## src/rtl/uart_pkg.sv

```systemverilog
// uart_pkg
//   Shared definitions for the configurable UART transmitter: parity modes,
//   serialiser state encodings, the minimum data field width and a helper
//   that maps the raw 3-bit parity configuration onto a parity mode.
package uart_pkg;

    typedef enum logic [2:0] {
        PAR_NONE  = 3'd0,
        PAR_EVEN  = 3'd1,
        PAR_ODD   = 3'd2,
        PAR_MARK  = 3'd3,
        PAR_SPACE = 3'd4
    } parity_e;

    localparam logic [2:0] ST_IDLE   = 3'd0;
    localparam logic [2:0] ST_START  = 3'd1;
    localparam logic [2:0] ST_DATA   = 3'd2;
    localparam logic [2:0] ST_PARITY = 3'd3;
    localparam logic [2:0] ST_STOP1  = 3'd4;
    localparam logic [2:0] ST_STOP2  = 3'd5;
    localparam logic [2:0] ST_BREAK  = 3'd6;

    localparam int DATA_BITS_MIN = 5;

    // Codes 5..7 are reserved and behave as "no parity".
    function automatic parity_e decode_parity(input logic [2:0] code);
        parity_e p;
        case (code)
            3'd1:    p = PAR_EVEN;
            3'd2:    p = PAR_ODD;
            3'd3:    p = PAR_MARK;
            3'd4:    p = PAR_SPACE;
            default: p = PAR_NONE;
        endcase
        return p;
    endfunction

endpackage

```

## src/rtl/uart_sync_fifo.sv

```systemverilog
// uart_sync_fifo
//   Single-clock FIFO with registered occupancy and status flags.
//   Ports:
//     clk, rst   clock, synchronous active-high reset
//     flush      empties the FIFO; wins over a simultaneous push
//     push       write request, ignored while full
//     push_data  word to write
//     pop        read request, ignored while empty
//     pop_data   head-of-queue word (combinational read)
//     level      entries held
//     empty/full status flags
module uart_sync_fifo #(
    parameter int WIDTH = 9,
    parameter int DEPTH = 8
) (
    input  logic                     clk,
    input  logic                     rst,
    input  logic                     flush,
    input  logic                     push,
    input  logic [WIDTH-1:0]         push_data,
    input  logic                     pop,
    output logic [WIDTH-1:0]         pop_data,
    output logic [$clog2(DEPTH):0]   level,
    output logic                     empty,
    output logic                     full
);

    localparam int AW = $clog2(DEPTH);

    logic [WIDTH-1:0] mem [DEPTH];
    logic [AW-1:0]    wr_ptr;
    logic [AW-1:0]    rd_ptr;
    logic             do_push;
    logic             do_pop;
    logic [AW:0]      level_next;

    assign do_push  = push && !full;
    assign do_pop   = pop && !empty;
    assign pop_data = mem[rd_ptr];

    always_comb begin
        level_next = level;
        if (do_push && !do_pop)
            level_next = level + 1'b1;
        else if (!do_push && do_pop)
            level_next = level - 1'b1;
    end

    always_ff @(posedge clk) begin
        if (rst || flush) begin
            wr_ptr <= '0;
            rd_ptr <= '0;
            level  <= '0;
            empty  <= 1'b1;
            full   <= 1'b0;
        end else begin
            if (do_push)
                wr_ptr <= wr_ptr + 1'b1;
            if (do_pop)
                rd_ptr <= rd_ptr + 1'b1;
            level <= level_next;
            empty <= (level_next == '0);
            full  <= (level_next == (AW+1)'(DEPTH));
        end
    end

    always_ff @(posedge clk) begin
        if (do_push && !flush)
            mem[wr_ptr] <= push_data;
    end

endmodule

```

## src/rtl/uart_tx_fifo_cfg.sv

```systemverilog
// uart_tx_fifo_cfg
//   UART transmitter with a TX FIFO and runtime frame format (5..MAX_DATA_WIDTH
//   data bits, none/even/odd/mark/space parity, 1 or 2 stop bits, break).
//   Ports:
//     clk, rst         clock, synchronous active-high reset
//     baud_en          one-cycle bit-period tick; all line changes happen on it
//     in_data/valid    push side; in_ready = !fifo_full
//     cfg_*            frame format, sampled when a word is popped
//     tx_flush         discard queued words (current frame continues)
//     tx               serial line, idle high
//     tx_busy          frame or break in progress
//     tx_done          one-cycle pulse as the last stop bit ends
//     fifo_level/empty/full  FIFO status
//
//   state     | meaning
//   ST_IDLE   | line marking, waiting for a word or break
//   ST_START  | start bit on the line
//   ST_DATA   | data bit cnt on the line
//   ST_PARITY | parity bit on the line
//   ST_STOP1  | first stop bit on the line
//   ST_STOP2  | second stop bit on the line
//   ST_BREAK  | line held low while cfg_break is high
module uart_tx_fifo_cfg
    import uart_pkg::*;
#(
    parameter int MAX_DATA_WIDTH = 9,
    parameter int FIFO_DEPTH     = 8
) (
    input  logic                          clk,
    input  logic                          rst,
    input  logic                          baud_en,
    input  logic [MAX_DATA_WIDTH-1:0]     in_data,
    input  logic                          in_valid,
    output logic                          in_ready,
    input  logic [3:0]                    cfg_data_bits,
    input  logic [2:0]                    cfg_parity,
    input  logic                          cfg_stop2,
    input  logic                          cfg_break,
    input  logic                          tx_flush,
    output logic                          tx,
    output logic                          tx_busy,
    output logic                          tx_done,
    output logic [$clog2(FIFO_DEPTH):0]   fifo_level,
    output logic                          fifo_empty,
    output logic                          fifo_full
);

    logic [2:0]                state;
    logic [MAX_DATA_WIDTH-1:0] frame_data;
    logic [3:0]                frame_bits;
    logic                      frame_par_en;
    logic                      frame_par_bit;
    logic                      frame_stop2;
    logic [3:0]                cnt;

    logic [MAX_DATA_WIDTH-1:0] fifo_data;
    logic                      fifo_pop;
    logic [3:0]                cfg_n;
    logic                      data_xor;
    parity_e                   cfg_par;
    logic                      cfg_par_en;
    logic                      cfg_par_bit;
    logic                      at_boundary;
    logic                      can_start;

    uart_sync_fifo #(
        .WIDTH (MAX_DATA_WIDTH),
        .DEPTH (FIFO_DEPTH)
    ) u_fifo (
        .clk       (clk),
        .rst       (rst),
        .flush     (tx_flush),
        .push      (in_valid),
        .push_data (in_data),
        .pop       (fifo_pop),
        .pop_data  (fifo_data),
        .level     (fifo_level),
        .empty     (fifo_empty),
        .full      (fifo_full)
    );

    assign in_ready = !fifo_full;
    assign tx_busy  = (state != ST_IDLE);

    always_comb begin
        cfg_n = cfg_data_bits;
        if (cfg_data_bits < 4'(DATA_BITS_MIN))
            cfg_n = 4'(DATA_BITS_MIN);
        else if (cfg_data_bits > 4'(MAX_DATA_WIDTH))
            cfg_n = 4'(MAX_DATA_WIDTH);
    end

    // Parity covers only the active data bits of the word being launched.
    always_comb begin
        data_xor = 1'b0;
        for (int i = 0; i < MAX_DATA_WIDTH; i++)
            if (4'(i) < cfg_n)
                data_xor = data_xor ^ fifo_data[i];
    end

    always_comb begin
        cfg_par    = decode_parity(cfg_parity);
        cfg_par_en = (cfg_par != PAR_NONE);
        case (cfg_par)
            PAR_EVEN: cfg_par_bit = data_xor;
            PAR_ODD:  cfg_par_bit = !data_xor;
            PAR_MARK: cfg_par_bit = 1'b1;
            default:  cfg_par_bit = 1'b0;
        endcase
    end

    // Idle and the final stop bit share one decision point so that a queued
    // word starts back-to-back without an idle bit in between.
    assign at_boundary = (state == ST_IDLE) || (state == ST_STOP2) ||
                         (state == ST_STOP1 && !frame_stop2);
    assign can_start   = !fifo_empty && !cfg_break;
    assign fifo_pop    = baud_en && at_boundary && can_start;

    always_ff @(posedge clk) begin
        if (rst) begin
            state         <= ST_IDLE;
            tx            <= 1'b1;
            tx_done       <= 1'b0;
            cnt           <= '0;
            frame_data    <= '0;
            frame_bits    <= 4'(DATA_BITS_MIN);
            frame_par_en  <= 1'b0;
            frame_par_bit <= 1'b0;
            frame_stop2   <= 1'b0;
        end else begin
            tx_done <= baud_en && at_boundary && (state != ST_IDLE);
            if (baud_en) begin
                if (at_boundary) begin
                    if (can_start) begin
                        frame_data    <= fifo_data;
                        frame_bits    <= cfg_n;
                        frame_par_en  <= cfg_par_en;
                        frame_par_bit <= cfg_par_bit;
                        frame_stop2   <= cfg_stop2;
                        tx            <= 1'b0;
                        state         <= ST_START;
                    end else if (cfg_break) begin
                        tx    <= 1'b0;
                        state <= ST_BREAK;
                    end else begin
                        tx    <= 1'b1;
                        state <= ST_IDLE;
                    end
                end else begin
                    case (state)
                        ST_START: begin
                            tx    <= frame_data[0];
                            cnt   <= '0;
                            state <= ST_DATA;
                        end
                        ST_DATA: begin
                            if (cnt == frame_bits - 4'd1) begin
                                if (frame_par_en) begin
                                    tx    <= frame_par_bit;
                                    state <= ST_PARITY;
                                end else begin
                                    tx    <= 1'b1;
                                    state <= ST_STOP1;
                                end
                            end else begin
                                cnt <= cnt + 4'd1;
                                tx  <= frame_data[cnt + 4'd1];
                            end
                        end
                        ST_PARITY: begin
                            tx    <= 1'b1;
                            state <= ST_STOP1;
                        end
                        ST_STOP1: begin
                            tx    <= 1'b1;
                            state <= ST_STOP2;
                        end
                        ST_BREAK: begin
                            if (!cfg_break) begin
                                tx    <= 1'b1;
                                state <= ST_IDLE;
                            end
                        end
                        default: begin
                            tx    <= 1'b1;
                            state <= ST_IDLE;
                        end
                    endcase
                end
            end
        end
    end

endmodule

```

## config.mk

```make
export PLATFORM = sky130hd
export DESIGN_NAME = uart_tx_fifo_cfg
export DESIGN_NICKNAME = d
export VERILOG_FILES = /design/src/rtl/uart_pkg.sv /design/src/rtl/uart_sync_fifo.sv /design/src/rtl/uart_tx_fifo_cfg.sv
export SDC_FILE = /design/constraint.sdc
export NUM_CORES = 1
export LEC_CHECK = 0
export CORE_MARGIN = 2
export CORE_UTILIZATION = 35
export CTS_CLUSTER_SIZE = 16
export DETAILED_ROUTE_END_ITERATION = 8
export PLACE_DENSITY = 0.54
export SYNTH_ARGS = -nofsm -noshare
export SYNTH_HDL_FRONTEND = slang
export SYNTH_SLANG_ARGS = --single-unit
```

## constraint.sdc

```tcl
create_clock -name clk -period 2.88 [get_ports clk]
set_input_delay 0.432 -clock clk [delete_from_list [all_inputs] [get_ports clk]]
set_output_delay 0.432 -clock clk [all_outputs]
set_load 0.02 [all_outputs]
```

# Word-level counts from Yosys, hierarchy flattened
# Memories as Yosys holds them, arrays and structs flattened. A register that Yosys moved wholly into a read port is not among the register bits.
# Index checks and enable logic that the tools add are counted.
[totals]
ff_bits = 37
latch_bits = 0
mem_bits_rw = 72
rom_bits = 0
in_bits = 23
output_inout_bits = 10
wordCells = 127
n_memories = 1
[op_classes]
add_sub_neg = 6
multipliers = 0
div_mod_pow = 0
n_lt_le_gt_ge = 12
eq_ne = 18
shifts = 0
n_mux = 37
n_bitwise = 9
reduce_logical = 30
[memory_table]
columns = ["memory", "depth", "width", "read_ports", "rd_clocked_by_memory_dff", "wr", "line", "source"]
rows = [
  ["u_fifo.mem", 8, 9, 1, 1, 1, "uart_sync_fifo.sv:30", "logic [WIDTH-1:0] mem [DEPTH];"],
]
[op_table]
columns = ["op", "count"]
rows = [
  ["3-bit two-way mux", 8],
  ["4-bit two-way mux", 5],
  ["3-bit by 2-bit == test with 1-bit output, second input constant", 6],
  ["1-bit two-way mux", 18],
  ["3-bit by 4-bit less-than comparator with 1-bit output, first input constant", 4],
  ["3-bit one-hot mux with 5 select lines", 1],
  ["3-bit == test, second input constant", 4],
  ["3-bit one-hot mux with 4 select lines", 1],
  ["1-bit logical AND", 10],
  ["3-bit by 1-bit == test with 1-bit output, second input constant", 3],
  ["4-bit by 1-bit adder with 4-bit output, second input constant", 2],
  ["1-bit zero test", 8],
  ["1-bit by 4-bit less-than comparator with 1-bit output, first input constant", 2],
  ["2-bit by 4-bit less-than comparator with 1-bit output, first input constant", 2],
  ["4-bit one-hot mux with 2 select lines", 1],
  ["4-bit by 1-bit subtractor with 4-bit output, second input constant", 2],
  ["1-bit XOR", 8],
  ["3-bit by 1-bit adder with 3-bit output, second input constant", 2],
  ["3-bit != test, second input constant", 2],
  ["1-bit one-hot mux with 3 select lines", 2],
  ["3-bit AND reduction", 2],
  ["3-bit nonzero test", 2],
  ["4-bit by 5-bit less-than comparator with 1-bit output, second input constant", 1],
  ["1-bit binary-select mux with 4-bit select", 1],
  ["13 further kinds", 15],
]

# Depth between registers and ports, before layout
# Gate-level depths: netlist of the first run.
[logic_depth]
word_depth = 23
depth_mapped = 9
mapped_depth_nobuf = 9

# Cells and area by module
# Synthesis of the first run repeated with hierarchy kept, for this count alone.
[hier_totals]
cells_unflattened = 369
hier_area_um2 = 4914.7
[by_module_without_submodules]
columns = ["mod", "instances", "cells_per_inst", "area_per_inst_um2", "seq_area_each_um2"]
rows = [
  ["uart_sync_fifo", 1, 189, 3483.3, 2462.4],
  ["uart_tx_fifo_cfg", 1, 180, 1431.4, 500.5],
]

# Least setup slack after synthesis of the first run
# OpenSTA, ideal clock, no wires.
[synth_path]
kind = "input to register"
from = "in in_valid"
to = "mem u_fifo.mem[0][0], enable pin"
setup_time_ps = 399
t_arrival_ps = 1800
required_ps = 2481
slack_ps = 681
stages = 3
n_path_buf = 0
path_cell_list = "nor2b_1 nand2b_1 nor4_1"
[synth_between]
elab_chain_len = 4
[synth_lines]
columns = ["item", "line", "source"]
rows = [
  ["start: declaration", "uart_tx_fifo_cfg.sv:33", "input logic in_valid,"],
  ["1-bit logical AND", "uart_sync_fifo.sv:37", "assign do_push = push && !full;"],
  ["1-bit logical AND", "uart_sync_fifo.sv:68", "if (do_push && !flush)"],
  ["1-bit two-way mux", "uart_sync_fifo.sv:68", ""],
  ["1-bit two-way mux (implied by the code)", "uart_sync_fifo.sv:69", "mem[wr_ptr] <= push_data;"],
  ["end: declaration", "uart_sync_fifo.sv:30", ""],
]
# Every way passes these cells.

==> flow_summary.json, run 1 <==
{
  "num-nets-final": 460,
  "final-instance-count-excl-fill": 616,
  "max-clock-path-buffers": 2,
  "dp_hpwl_um": 6759,
  "drt-pass1-iter-count": 4,
  "post-synth-top-count-cell": "edfxtp_1",
  "ant_nets": 0,
  "die_w_um": 123.1,
  "gr-total-overflow": 0,
  "synthAdderAreaFrac_pct": 1.511,
  "layout-drive-gt1-share_pct": 13.07,
  "cts.repair_timing.setup_buffer_count": 0,
  "crit_path_start_kind": "flop",
  "regArea_um2": 2963,
  "synthesized_instance_count": 389,
  "yosys.area_share.xor_xnor_pct": 3.627,
  "worstPathMaxFanout": 20,
  "clock_latency_of_the_later_clocked_register_in_the_worst_skew_pair_ns": 0.35,
  "slew_viol_final": 0,
  "period_minus_slack_ns": 2.555,
  "synth_async_sr_flop_share_pct": 0,
  "yosysTopAreaCell": "edfxtp_1",
  "grt_start_max_net_pins": 24,
  "crit_path_max_incr_delay_ns": 0.55,
  "power_frac_seq_pct": 55.2,
  "antennaDiodeCount": 0,
  "cell_internal_pwr_mw": 2.433,
  "outcome": "complete, no violations",
  "synth.distinct_cells": 55,
  "detailroute.via_count": 3128,
  "power.share.clock_pct": 37.7,
  "placement.io_buffers": 32,
  "clock-skew-final_ns": 0.01705,
  "routabilityCongestion": 0.8283,
  "dp_worst_setup_slack_ns": 0.3605,
  "final_util_pct": 42.04,
  "first_pass_grt_wire_length_um": 16310,
  "final.period_utilization_pct": 88.70,
  "synthTopCellsByArea": "edfxtp_1 (44%), dfxtp_1 (16%), mux4_2 (5.0%)",
  "post_drt_via_cell_ratio": 5.078,
  "antenna_found_initial": 0,
  "data_arrival_time_of_the_critical_path_ns": 2.80,
  "path_common_cell": "nor3_1",
  "switching_share_pct": 23.19,
  "die_area_um2": 15160,
  "timing.hold.worst.class": "reg2reg",
  "worstSetupEndpointType": "flop",
  "crit_buf_inv": 1,
  "power.net_switching_uw": 734.4,
  "comb_power_share_pct": 7.1,
  "vdd_drop_max_uv": 278.4,
  "worst_slack_ns": 0.3254,
  "critical_path_required_ns": 3.12,
  "die_y_um": 123.1,
  "report.final.setup_viol": 0,
  "number_of_design_rule_violations_left_after_detail_routing": 0,
  "synth_simple_gate_area_share_pct": 11.61,
  "drt-wirelength-per-cell_um": 16.48,
  "clkTransAtPathRegs_ns": 0.07,
  "setup-tns-final_ns": 0,
  "post-place-cells": 600,
  "layout.filler_cells": 1275,
  "postCtsHoldBufs": 0,
  "critical-path-slowest-cell": "mux4_2",
  "drt_iter0_drc": 257,
  "final-hold-violation-count": 0,
  "htree_levels": 3,
  "power.static_leakage_nw": 1.947,
  "post_cts_resized": 0,
  "maxCapViolCount": 0,
  "timing_worst_slew_pin_value_ns": 0.5572,
  "num_io_pins": 33,
  "worst_path_dominant_cell_family": "multiplexers",
  "synth_top_flop_cell": "edfxtp_1",
  "number_of_buffers_created_by_cts": 9,
  "fin_hold_ws_ns": 0.4711,
  "timing.fmax_ghz": 0.3915,
  "placement.cell_area_um2": 5553,
  "crit_path_cell_trace": "buf_4 -> mux4_2 -> mux2i_1 -> and4_1 -> nor3_1 -> nor3_1 -> o21bai_2 -> o311ai_1",
  "synth_area_um2": 4967,
  "grt_usage_pct": 14.39,
  "power_per_cell_area_nw_per_um2": 542.7,
  "floorplan.initialDensity_pct": 35.79,
  "synth.mux.area_fraction_pct": 11.76,
  "number_of_global_route_vias_before_repair": 3107,
  "synth.top_cells.by_count": "edfxtp_1 (72), nor2_1 (41), dfxtp_1 (40), nand2_1 (40), a21oi_1 (23)",
  "synthesis.nets": 418,
  "core_region_area_um2": 13880,
  "drt-total-wl_um": 10150,
  "criticalPathCategory": "reg2reg",
  "yosys.area.top_type_share_pct": 43.53,
  "rows": 43,
  "combinational_family_with_the_most_area_after_synthesis": "multiplexers",
  "synth.yosys.seq_area_share_pct": 59.65,
  "synth_enable_flop_cells": 72,
  "slew-limit-headroom_pct": 61.79,
  "cts_tree": "built",
  "synth_seq_cells": 112,
  "multi_input_comb_area_um2": 1894,
  "rsz_0062_raised_after_global_routing": "false",
  "p_total_mw": 3.167,
  "design_area_um2": 5836,
  "synth_compound_area_share_pct": 9.370,
  "syn2layout_area_growth_pct": 17.48,
  "syn_area_per_cell_um2": 12.77,
  "cts-root-buf": "clkbuf_16",
  "sinks_on_the_clock_net": 112,
  "yosysWarnings": 0
}
-- cell families after synthesis --
family	after synthesis
xor gates and xnor gates	18
and+or+nand+nor	126
adders and majority gates	6
DFF	112
buffers and inverters	26
AOI/OAI and AO/OA	70
muxes	31
-- registers in the layout (all words and copies together) (netlist names), named ones only --
name / flops
cnt: 4
frame_bits: 4
frame_data: 9
frame_par_bit: 1
frame_par_en: 1
frame_stop2: 1
state: 3
tx: 1
tx_done: 1
u_fifo.empty: 1
u_fifo.full: 1
u_fifo.level: 4
u_fifo.mem: 72
u_fifo.rd_ptr: 3
u_fifo.wr_ptr: 3
-- layout make-up --
type                       count  share of cell area (%)
clock buffer                   9                   3.859
clock inverter                 7                  0.9863
inverter                      10                  0.6432
multi-input combinational    251                   32.46
sequential                   112                   50.77
tap                          180                   3.859
timing repair buffer          47                   7.419
-- layer usage --
| layer | vias up | global-route usage, % | wire length (um) |
|---|---|---|---|
| li1 | 1554 | - | - |
| met1 | 1514 | 18.60 | 4645 |
| met2 | 54 | 24.24 | 5032 |
| met3 | 6 | 2.998 | 392 |
| met4 | 0 | 4.545 | 85 |
| met5 | - | 0 | 0 |
-- power by group through the flow --
stage               Clock, mW  Sequential [mW]  Combinational [mW]
finish                   1.19             1.75               0.224
global route             1.29             1.75               0.248
CTS                      1.23             1.75               0.224
detailed placement          0             1.79               0.223
global placement            0             1.79               0.220
floorplan                   0             1.78               0.132
-- worst register-to-register path, cell delays in order, from the launching register on --
cell      delay (ns)
dfxtp_1         0.31
buf_4           0.31
mux4_2          0.56
mux2i_1         0.47
and4_1          0.30
nor3_1          0.08
nor3_1          0.26
o21bai_2        0.10
o311ai_1        0.07
-- worst paths after layout --
| kind | from | end | slack [ns] | depth (start not counted) |
|---|---|---|---|---|
| worst min-delay path | tx | tx | 0.47 | 2 |
| worst max-delay path | flop | frame_par_bit | 0.33 | 8 |
| worst max register to register | flop | frame_par_bit | 0.33 | 8 |
| worst min register to register | tx | tx | 0.47 | 2 |
-- placed cells by master (no fill, tap or decap), drive strengths merged, types with 10 or more instances in the layout --
master	count
a21oi	24
inv	15
clkdlybuf4s50	32
mux2i	10
a211oi	12
dfxtp	40
o21ai	12
mux4	18
buf	15
nor2	41
edfxtp	72
nand2	40
No activity file was read; power rests on OpenSTA's default activity.
==> run 2, diff against run 1 <==
--- a/config.mk
+++ b/config.mk
@@ -5,11 +5,13 @@
 export SDC_FILE = /design/constraint.sdc
 export NUM_CORES = 1
 export LEC_CHECK = 0
+export CELL_PAD_IN_SITES_DETAIL_PLACEMENT = 1
+export CELL_PAD_IN_SITES_GLOBAL_PLACEMENT = 1
 export CORE_MARGIN = 2
 export CORE_UTILIZATION = 35
 export CTS_CLUSTER_SIZE = 16
 export DETAILED_ROUTE_END_ITERATION = 8
-export PLACE_DENSITY = 0.54
+export PLACE_DENSITY = 0.63
 export SYNTH_ARGS = -nofsm -noshare
 export SYNTH_HDL_FRONTEND = slang
 export SYNTH_SLANG_ARGS = --single-unit
==> flow_summary.json, run 2 (synthesis results as in run 1) <==
{
  "num_io_pins": 33,
  "placement.io_buffers": 32,
  "power_frac_seq_pct": 54.8,
  "final_util_pct": 42.09,
  "die_w_um": 123.1,
  "antennaDiodeCount": 0,
  "final-hold-violation-count": 0,
  "rsz_0062_raised_after_global_routing": "false",
  "postCtsHoldBufs": 0,
  "period_minus_slack_ns": 2.589,
  "reg_top3": "u_fifo.mem x72, frame_data x9",
  "floorplan.initialDensity_pct": 35.79,
  "ant_nets": 0,
  "switching_share_pct": 23.81,
  "sinks_on_the_clock_net": 112,
  "layout-drive-gt1-share_pct": 13.10,
  "grt_usage_pct": 16.02,
  "worstPathMaxFanout": 15,
  "number_of_buffers_created_by_cts": 9,
  "worst_slack_ns": 0.2910,
  "clock-skew-final_ns": 0.006810,
  "dp_worst_setup_slack_ns": 0.2862,
  "criticalPathCategory": "reg2reg",
  "vdd_drop_max_uv": 466.4,
  "syn2layout_area_growth_pct": 17.61,
  "comb_power_share_pct": 7.1,
  "power.static_leakage_nw": 1.947,
  "number_of_design_rule_violations_left_after_detail_routing": 0,
  "post_drt_via_cell_ratio": 5.189,
  "worstSetupEndpointType": "flop",
  "setup-tns-final_ns": 0,
  "power.share.clock_pct": 38.1,
  "core_region_area_um2": 13880,
  "max-clock-path-buffers": 2,
  "antenna_found_initial": 0,
  "outcome": "complete, no violations",
  "drt-pass1-iter-count": 4,
  "fin_hold_ws_ns": 0.4756,
  "largest-register": "u_fifo.mem",
  "crit_path_start_kind": "flop",
  "drt_iter0_drc": 154,
  "drt-wirelength-per-cell_um": 18.02,
  "mostFrequentLayoutCells": "edfxtp_1 (72), nor2_1 (41), nand2_1 (40), dfxtp_1 (40), clkdlybuf4s50_1 (32)",
  "cts_tree": "built",
  "dp_hpwl_um": 7668,
  "clock_latency_of_the_later_clocked_register_in_the_worst_skew_pair_ns": 0.35,
  "drt-total-wl_um": 11080,
  "maxCapViolCount": 0,
  "layout_commonest_cell": "edfxtp_1",
  "timing_worst_slew_pin_value_ns": 0.7098,
  "grt_start_max_net_pins": 28,
  "slew-limit-headroom_pct": 52.62,
  "gr-total-overflow": 0,
  "post_cts_resized": 0,
  "report.final.setup_viol": 0,
  "power_per_cell_area_nw_per_um2": 546.8,
  "timing.hold.worst.class": "reg2reg",
  "critical_path_required_ns": 3.10,
  "final.period_utilization_pct": 89.89,
  "cell_internal_pwr_mw": 2.434,
  "cts-root-buf": "clkbuf_16",
  "htree_levels": 3,
  "routabilityCongestion": 0.7681,
  "p_total_mw": 3.194,
  "data_arrival_time_of_the_critical_path_ns": 2.81,
  "rows": 43,
  "die_area_um2": 15160,
  "slew_viol_final": 0,
  "number_of_global_route_vias_before_repair": 3435,
  "first_pass_grt_wire_length_um": 18220,
  "largest_register_ffs": 72,
  "timing.fmax_ghz": 0.3863,
  "cts.repair_timing.setup_buffer_count": 0,
  "detailroute.via_count": 3191,
  "clkTransAtPathRegs_ns": 0.07,
  "power.net_switching_uw": 760.4,
  "num-nets-final": 459,
  "die_y_um": 123.1
}
-- run 2: cell types whose count changed in the layout (fill, tap and decap cells not counted) --
cell,change
buf_12,+1
buf_4,-2
clkinv_1,-1
clkinv_2,+1
-- run 2: per-stage QoR --
| step | cells | instance area [um^2] |
|---|---|---|
| floorplan | 389 | 4967 |
| global placement | 599 | 5558 |
| detailed placement | 599 | 5558 |
| CTS | 615 | 5842 |
| global route | 615 | 5842 |
| finish | 615 | 5842 |
-- run 2: path summary, 6_finish.rpt --
check,start,end,slack [ns],cells past startpoint
max,flop,frame_par_bit,0.29,7
min reg2reg,frame_bits[3],frame_bits[3],0.48,2
max reg2reg,flop,frame_par_bit,0.29,7
min,frame_bits[3],frame_bits[3],0.48,2
-- run 2: critical path, cell delays in order, from the launching register on --
cell and delay [ns]:
dfxtp_1 0.78, mux4_2 0.40, mux2i_1 0.45, nand4_1 0.24, a21oi_2 0.23, nor3_1 0.09, o21ai_1 0.13, o311ai_1 0.12
-- run 2: routing by layer --
layer	wire, um	track usage, %	vias to the layer above
met5	0	0	-
met4	126	3.977	0
met3	343	4.336	14
met2	5684	28.33	38
met1	4926	19.35	1599
li1	-	-	1540
-- run 2: layout make-up --
cell class | instances | area [um^2]
Clock buffer | 9 | 225.2
Clock inverter | 7 | 58.81
Fill cell | 1466 | 8039
Inverter | 10 | 37.54
Multi-Input combinational cell | 251 | 1894
Sequential cell | 112 | 2963
Tap cell | 180 | 225.2
Timing Repair Buffer | 46 | 437.9
-- run 2: power groups by stage --
stage | Sequential (mW) | Clock, mW | Combinational [mW]
after floorplan | 1.78 | 0 | 0.132
after global placement | 1.79 | 0 | 0.221
after detailed placement | 1.79 | 0 | 0.228
after CTS | 1.75 | 1.25 | 0.229
after global routing | 1.75 | 1.32 | 0.251
final | 1.75 | 1.22 | 0.226
